File: src/rtl/tick_seq_pkg.sv
// Shared types for the tick sequencer: channel state encoding and config field selects.
// Latency: none (declarations only).
// Backpressure: none.
package tick_seq_pkg;

    typedef enum logic [1:0] {
        IDLE  = 2'd0,
        DELAY = 2'd1,
        PULSE = 2'd2
    } chan_state_t;

    localparam logic SEL_DELAY = 1'b0;
    localparam logic SEL_WIDTH = 1'b1;

endpackage

File: src/rtl/tick_seq_chan.sv
// One trigger channel: on start, waits `delay` cycles, then drives `out` high for `width` cycles.
// Latency: out rises on the start edge when delay is 0, otherwise `delay` edges later.
// Backpressure: none; a start in any state restarts the channel.
module tick_seq_chan
    import tick_seq_pkg::*;
#(
    parameter int DW = 27
) (
    input  logic          clk,
    input  logic          rst_n,
    input  logic          start,
    input  logic [DW-1:0] delay,
    input  logic [DW-1:0] width,
    output logic          out,
    output logic          active,
    output logic          restart_hit
);

    chan_state_t   state;
    logic [DW-1:0] cnt;
    logic [DW-1:0] act_width;

    // Lookahead of "not IDLE after this edge", so the top can register busy without an extra cycle.
    always_comb begin
        active = 1'b0;
        if (start) begin
            active = (width != '0);
        end else begin
            case (state)
                DELAY:   active = 1'b1;
                PULSE:   active = (cnt != '0);
                default: active = 1'b0;
            endcase
        end
    end

    assign restart_hit = start && (state != IDLE);

    always_ff @(posedge clk or negedge rst_n) begin
        if (!rst_n) begin
            state     <= IDLE;
            cnt       <= '0;
            act_width <= '0;
            out       <= 1'b0;
        end else if (start) begin
            act_width <= width;
            if (width == '0) begin
                state <= IDLE;
                cnt   <= '0;
                out   <= 1'b0;
            end else if (delay == '0) begin
                state <= PULSE;
                cnt   <= width - DW'(1);
                out   <= 1'b1;
            end else begin
                state <= DELAY;
                cnt   <= delay - DW'(1);
                out   <= 1'b0;
            end
        end else begin
            case (state)
                DELAY: begin
                    if (cnt == '0) begin
                        state <= PULSE;
                        cnt   <= act_width - DW'(1);
                        out   <= 1'b1;
                    end else begin
                        cnt <= cnt - DW'(1);
                    end
                end
                PULSE: begin
                    if (cnt == '0) begin
                        state <= IDLE;
                        out   <= 1'b0;
                    end else begin
                        cnt <= cnt - DW'(1);
                    end
                end
                default: begin
                    state <= IDLE;
                    out   <= 1'b0;
                end
            endcase
        end
    end

endmodule

File: src/rtl/tick_sequencer.sv
// Multi-channel trigger scheduler: shadow config bank, per-channel delay/width pulse on each accepted tick.
// Latency: out/busy/overrun update on the edge that samples the tick; shadow writes apply to the next tick.
// Backpressure: none; ticks while enable is low are dropped, a tick on a running channel restarts it.
module tick_sequencer
    import tick_seq_pkg::*;
#(
    parameter int NCH = 4,
    parameter int DW  = 27,
    parameter int CW  = (NCH > 1) ? $clog2(NCH) : 1
) (
    input  logic           clk,
    input  logic           rst_n,
    input  logic           tick,
    input  logic           enable,
    input  logic           cfg_we,
    input  logic [CW-1:0]  cfg_ch,
    input  logic           cfg_sel,
    input  logic [DW-1:0]  cfg_data,
    output logic [NCH-1:0] out,
    output logic           busy,
    output logic           overrun
);

    logic [DW-1:0]  sh_delay [NCH];
    logic [DW-1:0]  sh_width [NCH];
    logic [NCH-1:0] active_v;
    logic [NCH-1:0] hit_v;
    logic           accept;

    assign accept = tick & enable;

    // Channel indices at or above NCH match no entry, so such writes fall away.
    always_ff @(posedge clk or negedge rst_n) begin
        if (!rst_n) begin
            for (int i = 0; i < NCH; i++) begin
                sh_delay[i] <= '0;
                sh_width[i] <= '0;
            end
        end else if (cfg_we) begin
            for (int i = 0; i < NCH; i++) begin
                if (cfg_ch == CW'(i)) begin
                    if (cfg_sel == SEL_WIDTH) sh_width[i] <= cfg_data;
                    else                      sh_delay[i] <= cfg_data;
                end
            end
        end
    end

    for (genvar g = 0; g < NCH; g++) begin : g_chan
        tick_seq_chan #(.DW(DW)) u_chan (
            .clk         (clk),
            .rst_n       (rst_n),
            .start       (accept),
            .delay       (sh_delay[g]),
            .width       (sh_width[g]),
            .out         (out[g]),
            .active      (active_v[g]),
            .restart_hit (hit_v[g])
        );
    end

    always_ff @(posedge clk or negedge rst_n) begin
        if (!rst_n) begin
            busy    <= 1'b0;
            overrun <= 1'b0;
        end else begin
            busy    <= |active_v;
            overrun <= |hit_v;
        end
    end

endmodule

File: config.mk
export PLATFORM = sky130hd
export DESIGN_NAME = tick_sequencer
export DESIGN_NICKNAME = d
export VERILOG_FILES = /design/src/rtl/tick_seq_pkg.sv /design/src/rtl/tick_seq_chan.sv /design/src/rtl/tick_sequencer.sv
export SDC_FILE = /design/constraint.sdc
export NUM_CORES = 1
export LEC_CHECK = 0
export BUFFER_PORTS_ARGS = -buffer_cell sky130_fd_sc_hd__clkbuf_2
export CORE_MARGIN = 3
export CORE_UTILIZATION = 35
export CTS_BUF_LIST = sky130_fd_sc_hd__clkbuf_4
export DETAILED_ROUTE_END_ITERATION = 8
export PLACE_DENSITY_LB_ADDON = 0.08
export SETUP_SLACK_MARGIN = 0.02
export SLEW_MARGIN = 10
export SYNTH_ARGS = -nofsm -noshare
export SYNTH_HDL_FRONTEND = slang
export SYNTH_HIERARCHICAL = 1
export SYNTH_SLANG_ARGS = --single-unit
File: constraint.sdc
create_clock -name clk -period 8.9 [get_ports clk]
set_clock_uncertainty 0.2 [all_clocks]
set_input_delay 1.78 -clock clk [delete_from_list [all_inputs] [get_ports clk]]
set_output_delay 1.78 -clock clk [all_outputs]
set_load 0.03 [all_outputs]
==> impl_metrics.tcl <==
set metrics [dict create \
    powerDensity_mw_per_mm2 252 \
    grt_first_pass_wirelength_um 144000 \
    gp_congestion 0.882 \
    fmax_mhz 232 \
    crit_fanout 7 \
    routed_wl_um 93000 \
    rsz0062_at_grt "no" \
    swShare_pct 38.8 \
    netlist_instances 2840 \
    area_growth_pct 10.7 \
    overflow 0 \
    yosysTopAreaCellShare_pct 40.1 \
    tritoncts "yes" \
    track_usage_pct 22.4 \
    grt_pass1_vias 23500 \
    synth_area_mm2 0.0276 \
    crit_type "reg2reg" \
    r2r_slack_ns 4.58 \
    status "completed" \
    drive_above_1_share_pct 23.0 \
    end_kind "flip-flop" \
    dp_hpwl_um 65900 \
    syn-num-nets 2899 \
    synth_edf_count 0 \
    drtAntennaViolNets 0 \
    crit_arrival_ns 4.95 \
    cts_htree_levels 4 \
    switching_power_mw 2.98 \
    report.power.total_mw 7.68 \
    routedWlPerCell_um 22.9 \
    vdd_drop_max_mv 0.0901 \
    setup_viol 0 \
    ys_seq_elements 442 \
    detail_route.vias_per_cell 5.92 \
    nNetsFinal 2984 \
    avgSynthCellArea_um2 9.71 \
    tns_ns 0 \
    start_util_pct 35.5 \
    post_cts_resized 0 \
    min_to "g_chan[2].u_chan/cnt[15]" \
    finalHoldViolations 0 \
    async_flop_share_pct 100 \
    relSlewSlack_pct 21.8 \
    dieArea_mm2 0.0822 \
    p_leak_nw 11.6 \
    post_cts_buffers 0 \
    clockRootBuffer "clkbuf_4" \
    numClockSinks 442 \
    stdcell_area_mm2 0.0305 \
    post_cts_hold_buffer_count 0 \
    io_pins 41 \
    drt-initial-drc-count 1704 \
    dpl_cell_area_mm2 0.0288 \
    drv_cap 0 \
    drc_errors 0 \
    ys_warn_count 6 \
    ys.flop_type "dfrtp_1" \
    reg2reg_to "g_chan[3].u_chan/cnt[26]" \
    final_max_slew_viol_count 0 \
    reg2reg_depth 12 \
    antenna_found_initial 11 \
    seqPwrFrac_pct 44.8 \
    min_from "g_chan[2].u_chan/cnt[15]" \
    row_count 102 \
    tightest_slew_ns 1.17 \
    drt_pass1_iterations 6 \
    numPortBuffers 40 \
    cts_buffer_depth 3 \
    finalCritPeriodShare_pct 48.5 \
    yosys.area.top_type "dfrtp_1" \
    min_path_type "reg2reg" \
    fp.dieH_um 287 \
    pwr-share-clk_pct 26.8 \
    ys_seq_area_share_pct 40.1 \
    grt_max_degree 140 \
    cts.clk_slew.worst_paths_ns 0.06 \
    cts_made_buffers 134 \
    die_w_um 287 \
    crit_path_start_kind "flip-flop" \
    clk_latency_ns 0.98 \
    synth_area_leaders "dfrtp_1, mux2_2, a21oi_1, xnor2_1, nor2_1" \
    synth_cell_types 109 \
    coreArea_mm2 0.0777 \
    p_comb_share_pct 28.4 \
    critPathRequiredTime_ns 9.53 \
    holdPathStages 2 \
    intPower_mw 4.70 \
    period_minus_slack_ns 4.32 \
    vias 24000 \
    fillers 7778 \
    reg2reg_from "sh_delay[6]" \
]
-- cell usage in the layout, fill, tap and decap left out, types with 19 or more instances in the layout --
master / count
nor2_1: 233
a211oi_1: 33
nor4_1: 92
o21ai_0: 144
nor3_1: 160
or3_1: 59
xnor2_1: 102
a31oi_1: 33
nand4_1: 36
dfrtp_1: 442
clkinv_1: 19
xor2_1: 82
o211ai_1: 45
nand3_1: 54
buf_4: 26
clkbuf_4: 195
or4_1: 47
nand2b_1: 20
a21oi_1: 184
clkbuf_2: 39
ha_1: 24
nand2_1: 173
inv_1: 42
o22ai_1: 20
mux2_2: 318
-- power groups by stage --
stage                     registers (mW)  logic (mW)  clock network [mW]
after floorplan                     3.15        1.65                   0
after global placement              3.45        2.15                   0
after CTS                           3.43        2.19                2.15
final                               3.44        2.18                2.06
after global routing                3.54        2.41                2.26
after detailed placement            3.46        2.18                   0
-- worst max path at each step --
stage                     cells after the start    startpoint  slack (ns)                        to
final                                        12   sh_delay[6]        4.58  g_chan[3].u_chan/cnt[26]
after global routing                         13  sh_delay[30]        4.09  g_chan[2].u_chan/cnt[14]
after CTS                                    13  sh_delay[30]        4.59  g_chan[2].u_chan/cnt[14]
after detailed placement                      7          tick        4.22      g_chan[3].u_chan/out
after global placement                        7          tick        4.30   g_chan[3].u_chan/cnt[0]
after floorplan                               8          tick        4.94                      busy
-- cell families after synthesis --
family / Yosys count / synth area share [%]
AO/OA/AOI/OAI: 655 / 15.5
XOR/XNOR: 184 / 5.84
adder cells (fa/ha/maj): 24 / 1.09
buffers and inverters: 163 / 2.79
flip-flops: 442 / 40.1
multiplexers: 330 / 13.4
AND/OR/NAND/NOR: 1042 / 21.2
-- metal layers --
metal | share of wire, % | up-vias | track usage, %
met3 | 4.5 | 145 | 3.62
met2 | 49 | 670 | 37.9
li1 | - | 11000 | -
met1 | 44 | 12200 | 29.6
met4 | 2.2 | 0 | 6.70
met5 | 0 | - | 0
-- worst max-delay path, stage by stage, from the launching register on --
cell	delay, ns
dfrtp_1	0.50
nor3_1	0.17
nand4_2	0.23
nor3_4	0.07
a21oi_1	0.35
ha_1	0.30
nor4b_1	0.74
nand3b_1	0.22
a31oi_1	0.45
o211ai_4	0.21
nor4_1	0.36
xor2_1	0.30
o22ai_1	0.13
-- cells in the mapped netlist (all sizes together) (11+ instances only) --
library cell,instances
a21oi,185
a21o,13
nand4,41
nor4b,14
o21ai,158
nand2b,22
dfrtp,442
o221ai,14
mux2i,11
nand2,175
nand4b,14
nor3,165
nand3,55
or4,55
o211ai,46
nor4,113
a2111oi,11
or3,62
nor2b,11
xor2,82
a31oi,33
o31ai,15
mux2,319
ha,24
a211oi,34
nor2,238
inv,42
o22ai,20
clkbuf,57
or2,13
buf,63
xnor2,102
nand3b,14
-- final cells by class --
class / count / area, um^2 / area share [%]
multi-input cells: 2235 / 15800 / 51.8
flip-flops and latches: 442 / 11100 / 36.2
clock buffers: 195 / 1460 / 4.79
well taps: 1040 / 1300 / 4.26
repair buffers: 69 / 465 / 1.52
clock inverters: 28 / 238 / 0.778
inverters: 43 / 161 / 0.528
diodes: 10 / 25.0 / 0.0819
-- per-stage QoR --
| step | util, % | setup slack [ns] | hold slack [ns] | cells |
|---|---|---|---|---|
| 3_5_place_dp | 37.1 | 4.22 | 0.312 | 3829 |
| 5_1_grt | 39.3 | 4.09 | 0.349 | 4057 |
| 6_report | 39.3 | 4.58 | 0.327 | 4062 |
| 3_3_place_gp | 37.1 | 4.30 | 0.295 | 3829 |
| 4_1_cts | 39.3 | 4.59 | 0.329 | 4052 |
| 2_1_floorplan | - | 4.94 | 0.273 | 2840 |
-- state kept, by name (all words and copies together), names as in the netlist --
register                 cells
busy                         1
g_chan.u_chan/cnt          108
g_chan.u_chan/state          4
g_chan.u_chan/out            4
sh_width                   108
g_chan.u_chan/act_width    108
sh_delay                   108
overrun                      1
Note: power is estimated with default switching activity, not from simulation.
